<file path="src/rtl/traffic_phase_scheduler.sv">
// Four-approach phase scheduler: latches vehicle/pedestrian requests and serves
// them round-robin through GREEN -> YELLOW -> ALL_RED with min/max/gap timing.
// All outputs are registered from the next-state values so they change on the
// same edge as the state they describe.
//
// state    | meaning
// ---------+---------------------------------------------------------------
// GREEN    | active phase head shows green, walk lamp may be lit
// YELLOW   | active phase head shows yellow
// ALL_RED  | clearance interval, all heads red; next grant chosen on exit
module traffic_phase_scheduler #(
    parameter int TICK_W       = 8,
    parameter int MIN_GREEN    = 5,
    parameter int MAX_GREEN    = 20,
    parameter int YELLOW_TIME  = 3,
    parameter int ALL_RED_TIME = 2,
    parameter int WALK_TIME    = 4
) (
    input  logic              clk,
    input  logic              reset,
    input  logic              tick,
    input  logic [3:0]        veh_req,
    input  logic              ped_req_north,
    input  logic              ped_req_east,
    output logic [2:0]        north_lights,
    output logic [2:0]        north_left_lights,
    output logic [2:0]        east_lights,
    output logic [2:0]        east_left_lights,
    output logic              walk_north,
    output logic              walk_east,
    output logic [1:0]        active_phase,
    output logic [TICK_W-1:0] countdown
);

    typedef enum logic [1:0] {
        ST_GREEN   = 2'd0,
        ST_YELLOW  = 2'd1,
        ST_ALL_RED = 2'd2
    } state_t;

    localparam logic [2:0] HEAD_RED    = 3'b100;
    localparam logic [2:0] HEAD_YELLOW = 3'b010;
    localparam logic [2:0] HEAD_GREEN  = 3'b001;

    state_t            state, state_nxt;
    logic [TICK_W-1:0] timer, timer_nxt;
    logic [1:0]        phase_nxt;
    logic [3:0]        pending, pending_nxt;
    logic [1:0]        ped_pending, ped_pending_nxt;   // bit0 north, bit1 east
    logic              served, served_nxt;
    logic [3:0]        eff;
    logic [TICK_W:0]   timer_inc;
    logic              other;
    logic [1:0]        grant;
    logic              grant_found;
    logic [1:0]        scan_idx;
    logic              enter_green;
    logic [2:0]        head_n_nxt, head_nl_nxt, head_e_nxt, head_el_nxt;
    logic              walk_n_nxt, walk_e_nxt;
    logic [TICK_W-1:0] countdown_nxt;

    function automatic logic [2:0] head_for(input state_t st, input logic [1:0] ph,
                                            input logic [1:0] head);
        logic [2:0] v;
        v = HEAD_RED;
        if (ph == head) begin
            if (st == ST_GREEN)
                v = HEAD_GREEN;
            else if (st == ST_YELLOW)
                v = HEAD_YELLOW;
        end
        return v;
    endfunction

    // Next-state, request bookkeeping and next output values.
    always_comb begin
        eff       = {pending[3], pending[2] | ped_pending[1], pending[1], pending[0] | ped_pending[0]};
        timer_inc = {1'b0, timer} + 1'b1;
        other     = |(eff & ~(4'b0001 << active_phase));

        // Round-robin scan starting one past the current phase, wrapping to itself last.
        grant       = 2'd0;
        grant_found = 1'b0;
        scan_idx    = active_phase;
        for (int k = 1; k <= 4; k++) begin
            scan_idx = active_phase + 2'(k);
            if (!grant_found && eff[scan_idx]) begin
                grant       = scan_idx;
                grant_found = 1'b1;
            end
        end

        state_nxt   = state;
        phase_nxt   = active_phase;
        enter_green = 1'b0;
        case (state)
            ST_GREEN: begin
                if (tick && other
                    && timer_inc >= (TICK_W+1)'(MIN_GREEN)
                    && (!veh_req[active_phase] || timer_inc >= (TICK_W+1)'(MAX_GREEN))
                    && (!served || timer >= TICK_W'(WALK_TIME)))
                    state_nxt = ST_YELLOW;
            end
            ST_YELLOW: begin
                if (tick && timer_inc == (TICK_W+1)'(YELLOW_TIME))
                    state_nxt = ST_ALL_RED;
            end
            ST_ALL_RED: begin
                if (tick && timer_inc == (TICK_W+1)'(ALL_RED_TIME)) begin
                    state_nxt   = ST_GREEN;
                    phase_nxt   = grant;
                    enter_green = 1'b1;
                end
            end
            default: state_nxt = ST_ALL_RED;
        endcase

        if (state_nxt != state)
            timer_nxt = '0;
        else if (tick && timer != {TICK_W{1'b1}})
            timer_nxt = timer + 1'b1;
        else
            timer_nxt = timer;

        // A clear on green entry overrides a set on the same edge.
        pending_nxt     = pending | veh_req;
        ped_pending_nxt = ped_pending | {ped_req_east, ped_req_north};
        served_nxt      = served;
        if (enter_green) begin
            pending_nxt[phase_nxt] = 1'b0;
            served_nxt             = 1'b0;
            if (phase_nxt == 2'd0) begin
                served_nxt         = ped_pending[0];
                ped_pending_nxt[0] = 1'b0;
            end else if (phase_nxt == 2'd2) begin
                served_nxt         = ped_pending[1];
                ped_pending_nxt[1] = 1'b0;
            end
        end

        head_n_nxt  = head_for(state_nxt, phase_nxt, 2'd0);
        head_nl_nxt = head_for(state_nxt, phase_nxt, 2'd1);
        head_e_nxt  = head_for(state_nxt, phase_nxt, 2'd2);
        head_el_nxt = head_for(state_nxt, phase_nxt, 2'd3);

        walk_n_nxt = (state_nxt == ST_GREEN) && (phase_nxt == 2'd0) && served_nxt
                     && (timer_nxt < TICK_W'(WALK_TIME));
        walk_e_nxt = (state_nxt == ST_GREEN) && (phase_nxt == 2'd2) && served_nxt
                     && (timer_nxt < TICK_W'(WALK_TIME));

        case (state_nxt)
            ST_GREEN:
                countdown_nxt = (timer_nxt >= TICK_W'(MAX_GREEN)) ? '0
                                : TICK_W'(MAX_GREEN) - timer_nxt;
            ST_YELLOW:
                countdown_nxt = TICK_W'(YELLOW_TIME) - timer_nxt;
            default:
                countdown_nxt = TICK_W'(ALL_RED_TIME) - timer_nxt;
        endcase
    end

    // State, timer, request latches and registered outputs.
    always_ff @(posedge clk) begin
        if (reset) begin
            state             <= ST_ALL_RED;
            active_phase      <= 2'd3;
            timer             <= '0;
            pending           <= '0;
            ped_pending       <= '0;
            served            <= 1'b0;
            north_lights      <= HEAD_RED;
            north_left_lights <= HEAD_RED;
            east_lights       <= HEAD_RED;
            east_left_lights  <= HEAD_RED;
            walk_north        <= 1'b0;
            walk_east         <= 1'b0;
            countdown         <= TICK_W'(ALL_RED_TIME);
        end else begin
            state             <= state_nxt;
            active_phase      <= phase_nxt;
            timer             <= timer_nxt;
            pending           <= pending_nxt;
            ped_pending       <= ped_pending_nxt;
            served            <= served_nxt;
            north_lights      <= head_n_nxt;
            north_left_lights <= head_nl_nxt;
            east_lights       <= head_e_nxt;
            east_left_lights  <= head_el_nxt;
            walk_north        <= walk_n_nxt;
            walk_east         <= walk_e_nxt;
            countdown         <= countdown_nxt;
        end
    end

endmodule

</file>
<file path="config.mk">
export PLATFORM = sky130hd
export DESIGN_NAME = traffic_phase_scheduler
export DESIGN_NICKNAME = d
export VERILOG_FILES = /design/src/rtl/traffic_phase_scheduler.sv
export SDC_FILE = /design/constraint.sdc
export NUM_CORES = 1
export LEC_CHECK = 0
export BUFFER_PORTS_ARGS = -buffer_cell sky130_fd_sc_hd__buf_2
export CORE_MARGIN = 3
export CORE_UTILIZATION = 57
export CTS_CLUSTER_DIAMETER = 100
export DETAILED_ROUTE_END_ITERATION = 12
export PLACE_DENSITY_LB_ADDON = 0.08
export SLEW_MARGIN = 20
export SYNTH_ARGS = -nofsm -noshare
export SYNTH_HDL_FRONTEND = slang
export SYNTH_SLANG_ARGS = --single-unit
</file>
<file path="constraint.sdc">
create_clock -name clk -period 6.1 [get_ports clk]
set_input_delay 1.83 -clock clk [delete_from_list [all_inputs] [get_ports clk]]
set_output_delay 1.83 -clock clk [all_outputs]
set_load 0.02 [all_outputs]
</file>
== After elaboration in Yosys (flattened, before gate mapping) ==
Index checks and enable logic that the tools add are counted.

* Input port bits: 9
* Bits in registers: 41
* Word-level logic and storage cells: 128

* Reduce and logical (&&, ||, !) cells: 32
* Equality and inequality tests: 10
* Shift-type cells: 1
* Bitwise logic cells: 12
* Order comparisons: 11
* Add/sub/neg operators: 8
* Mux-type cells: 41

{| class="wikitable"
|+ Operator list
! cell !! count
|-
| 8-bit 2-to-1 mux || 3
|-
| 2-bit 2-to-1 mux || 10
|-
| 9-bit by 2-bit equality test with 1-bit output (second input constant) || 2
|-
| 1-bit logical AND || 17
|-
| 1-bit 2-to-1 mux || 17
|-
| 8-bit one-hot mux with 2 select lines || 1
|-
| 2-bit by 8-bit subtractor with 8-bit output (first input constant) || 2
|-
| 2-bit by 3-bit < comparator with 1-bit output (second input constant) || 5
|-
| 1-bit binary-select mux with 2-bit select || 5
|-
| 8-bit by 1-bit adder with 9-bit output (second input constant) || 1
|-
| 9-bit by 3-bit >= comparator with 1-bit output (second input constant) || 1
|-
| 9-bit by 5-bit >= comparator with 1-bit output (second input constant) || 1
|-
| 8-bit by 1-bit adder with 8-bit output (second input constant) || 1
|-
| 4-bit bitwise AND || 2
|-
| 8-bit by 3-bit >= comparator with 1-bit output (second input constant) || 1
|-
| 8-bit by 5-bit >= comparator with 1-bit output (second input constant) || 1
|-
| 8-bit by 3-bit < comparator with 1-bit output (second input constant) || 1
|-
| 8-bit != test (second input constant) || 1
|-
| 4-bit inverter || 2
|-
| 2-bit OR reduction || 4
|-
| 5-bit by 8-bit subtractor with 8-bit output (first input constant) || 1
|-
| 2-bit by 1-bit equality test with 1-bit output (second input constant) || 3
|-
| 2-bit equality test (second input constant) || 3
|-
| 2-bit zero test || 3
|-
| 16 further kinds || 27
|}

== Logic depth before layout (Yosys ltp) ==
* Depth in word-level cells: 22
* Gate-level depth with buffers: 19
* Mapped depth without buffers: 17

== Least setup slack after synthesis ==
Ideal clock, no wire load.

* Path type: input port to flip-flop
* Start point: in veh_req[3]
* End point: reg countdown[3]
* Cell stages on the path: 14
* Data arrival time: 4.341 ns
* Setup time: 0.092 ns
* Path slack: 1.667 ns
* Required time: 6.008 ns
* Path through: mux4_2 -> a31o_2 -> a21oi_1 -> nand2b_1 -> clkbuf_1 -> nor2_1 -> inv_1 -> ha_1 -> clkbuf_1 -> a21oi_1 -> nor2_1 -> and4b_1 -> a221oi_1 -> o32ai_1

* Word-level cells in the longest chain between the ends: 13

{| class="wikitable"
|+ RTL lines
! item !! RTL line !! RTL
|-
| start, declared || 22 || <nowiki>input logic [3:0] veh_req,</nowiki>
|-
| 1-bit binary-select mux with 2-bit select * || 100 || <nowiki>&& (!veh_req[active_phase] || timer_inc >= (TICK_W+1)'(MAX_GREEN))</nowiki>
|-
| 1-bit 2-to-1 mux (implied by the code) * || 100 ||
|-
| 1-bit zero test * || 100 ||
|-
| 1-bit logical OR * || 100 ||
|-
| 1-bit logical AND * || 100 ||
|-
| 1-bit logical AND * || 101 || <nowiki>&& (!served || timer >= TICK_W'(WALK_TIME)))</nowiki>
|-
| 2-bit 2-to-1 mux * || 98 || <nowiki>if (tick && other</nowiki>
|-
| 2-bit one-hot mux with 3 select lines * || 96 || <nowiki>case (state)</nowiki>
|-
| 2-bit != test * || 118 || <nowiki>if (state_nxt != state)</nowiki>
|-
| 8-bit 2-to-1 mux * || 118 ||
|-
| net timer_nxt[2] || 46 || <nowiki>logic [TICK_W-1:0] timer, timer_nxt;</nowiki>
|-
| 5-bit by 8-bit subtractor with 8-bit output / 8-bit by 5-bit >= comparator with 1-bit output (equally long branches) || 154, 153 ||
|-
| 8-bit 2-to-1 mux || 153 || <nowiki>countdown_nxt = (timer_nxt >= TICK_W'(MAX_GREEN)) ? '0</nowiki>
|-
| 8-bit one-hot mux with 2 select lines * || 151 || <nowiki>case (state_nxt)</nowiki>
|-
| end signal, assigned || 177 || <nowiki>countdown <= TICK_W'(ALL_RED_TIME);</nowiki>
|-
| end signal, assigned || 191 || <nowiki>countdown <= countdown_nxt;</nowiki>
|-
| end, declared || 32 || <nowiki>output logic [TICK_W-1:0] countdown</nowiki>
|}

Mark *: on every way through the listed nets, which the timed path passes. The rest lies on a longest branch. The select of a mux whose other input is x is not followed.
A chain may end at the register's enable or synchronous reset.

== Final worst setup path ==
Same ends and word-level chain as after synthesis.

==> flow_summary.toml <==
[status]
outcome = "finished, final reports clean"

[place]
place_area_mm2 = 0.00288
hpwlAfterDp_um = 4920
gp_congestion = 0.957
io_buffers = 32

[final_layout]
seqCellArea_um2 = 821
multiInputGateArea_mm2 = 0.00176
n_antenna_cell = 0
postLayoutCellArea_mm2 = 0.00299
drive_gt1_frac = 0.175
n_fill_cell = 390
area_growth_pct = 8.20
nets = 376
postLayoutCoreUtil = 0.663

[global_route]
grt_pass1_wl_um = 11000
grt_pass1_vias = 2231
met2_usage = 0.387
grt-busiest-layer = "met2"
overflow = 0
groute.usage.overall = 0.246
grt_max_degree = 21
gr-usage-met3 = 0.0396
antenna_found_initial = 0
grt.met1_usage = 0.352

[setup_path]
crit_type = "in2reg"
crit_path_max_fanout = 13
cp-end-kind = "flip-flop"
crit_chain = "buf_2, mux4_2, a31o_2, a21oi_1, buf_4, nand2b_1, nor2_1, inv_1, ha_1, a21oi_1, nor2_1, and4b_1, a221oi_1, o32ai_1"
r2r_slack_ps = 1850
reg2reg_to = "countdown[3]"
arrival_ps = 4820
slowest_stage = "mux4_2"
r2r_start = "timer[1]"
cp_data_required_time_ps = 6300
cp-start-kind = "primary input"
cp.buffers_inverters = 3
cpPeakStageDelay_ps = 480
reg2reg_depth = 14
crit_family = "simple AND/OR/NAND/NOR gates"

[clocking]
max-clock-path-buffers = 2
cts_setup_buffers = 0
holdBufCountCts = 0
cts_max_level = 2
cts_tree = "yes"
cts_made_buffers = 5
insertion_delay_ps = 290
cts.clk_slew.worst_paths_ps = 80
cts_sinks = 41
clockRootBuffer = "clkbuf_8"
cts_resized = 0

[floorplan]
rows = 24
die_h_um = 75.6
io_pins = 33
fp.dieW_um = 75.6
core_mm2 = 0.00450
start_util = 0.613
die-area_mm2 = 0.00571

[logic_synthesis]
synth_top_flop_cell = "dfxtp_1"
ys_seq_area_frac = 0.297
synth.distinct_cells = 74
synth_top_cell_area_share = 0.297
syn-cell-area_mm2 = 0.00276
yosysWarnings = 0
synth-seq-cells = 41
synth_common_cells = "dfxtp_1 (41), nor2_1 (41), a21oi_1 (19), inv_1 (19), nand2_1 (18)"
synthesis.nets = 360
synth_area_leaders = "dfxtp_1 (30%), ha_1 (5.9%), nor2_1 (5.6%)"
synth_edf_count = 0
yosys.area.top_type = "dfxtp_1"
syn_avg_cell_area_um2 = 8.17
syn_inst = 338
synth-async-reset-ratio = 0

[drt]
drcViolationCount = 0
routed_via_density = 6.42
dr.pass1.iters = 5
detail-route-antenna-nets = 0
num_vias = 2614
wl_per_cell_um = 16.5
drtIter0Drc = 290
finalWirelength_um = 6710

[sta]
setup_viol = 0
hold_slack_ps = 510
skew_ps = 7.08
fin_crit_ps = 4620
rsz0062_at_grt = "false"
max_clock_freq_mhz = 216
slew_viol_final = 0
post-route-period-util = 0.758
finalHoldViolCount = 0
tightest_slew_ps = 814
setup_tns_ps = 0
max_slew_margin = 0.450

[power_and_ir_drop]
power.total_w = 0.000657
p_leak_nw = 1.23
ir_drop_v = 0.000135
power.density_mw_per_mm2 = 220

[hold_path]
hold_start = "pending[2]"
hold_path_depth = 1
hold_path_class = "reg2reg"
hold_end = "pending[2]"

[job]
drv_cap = 0
==> per-layer routing <==
layer  wire, um  part of all wire
met1       3120              0.46
met5          0                 0
met2       3050              0.45
met4        128             0.019
met3        415             0.062
==> worst max-delay path by stage <==
| stage | startpoint | to | slack, ps | depth (start not counted) |
|---|---|---|---|---|
| 2_1_floorplan | veh_req[3] | countdown[3] | 1670 | 14 |
| 3_3_place_gp | veh_req[3] | countdown[3] | 1370 | 14 |
| 3_5_place_dp | veh_req[3] | countdown[3] | 1290 | 14 |
| 4_1_cts | veh_req[3] | countdown[3] | 1580 | 14 |
| 5_1_grt | veh_req[3] | countdown[3] | 1270 | 14 |
| 6_report | veh_req[3] | countdown[3] | 1480 | 14 |
==> kinds of logic after synthesis <==
logic type               synth area share
AND/OR/NAND/NOR                     0.261
AO/OA/AOI/OAI                       0.268
buffers and inverters              0.0662
flip-flops                          0.297
adder cells (fa/ha/maj)            0.0589
multiplexers                       0.0358
XOR/XNOR                           0.0127
==> report_power, final <==
group          internal [W]  switching (W)  leakage (nW)
combinational     0.0000619      0.0000943         0.840
sequential         0.000283      0.0000195         0.334
clock              0.000104      0.0000943        0.0549
==> metrics by stage <==
stage | cells | setup WS, ps
2_1_floorplan | 338 | 1670
3_3_place_gp | 399 | 1370
3_5_place_dp | 399 | 1290
4_1_cts | 407 | 1580
5_1_grt | 407 | 1270
6_report | 407 | 1480
==> cell usage in the layout (no fill, tap or decap), types with 5 or more instances in the layout <==
cell type	synthesis	routed
nor2_1	41	41
a31oi_1	9	9
nand2b_1	10	10
ha_1	13	13
or2_2	5	5
and2_1	5	5
a211oi_1	5	5
nand2_1	18	18
o21ai_0	11	11
dfxtp_1	41	41
clkbuf_8	0	7
o211ai_1	5	5
inv_1	19	19
nor3_1	8	8
a21oi_1	19	19
buf_2	5	32
nand4_1	7	7
and3_1	6	6
nand3_1	7	7
==> flip-flops by register name, indices dropped and copies added, names as in the netlist, 2 cells and up <==
signal / count
pending: 4
east_left_lights: 3
state: 2
ped_pending: 2
east_lights: 3
timer: 8
active_phase: 2
countdown: 8
north_left_lights: 3
north_lights: 3
==> worst register-to-register path: cells and delay by family, from the launching register on <==
kind / cells / cell delay, ps
adder cells (fa/ha/maj): 2 / 750
multiplexers: 1 / 310
flip-flops: 1 / 540
AO/OA/AOI/OAI: 5 / 1130
AND/OR/NAND/NOR: 6 / 1440
==> cell type report <==
class                   count  share of cell area
clock buffers               7              0.0323
clock inverters             1             0.00293
inverters                  19              0.0239
multi-input cells         254               0.588
flip-flops and latches     41               0.275
well taps                  52              0.0218
repair buffers             33              0.0561
(Power assumes the default switching activity.)
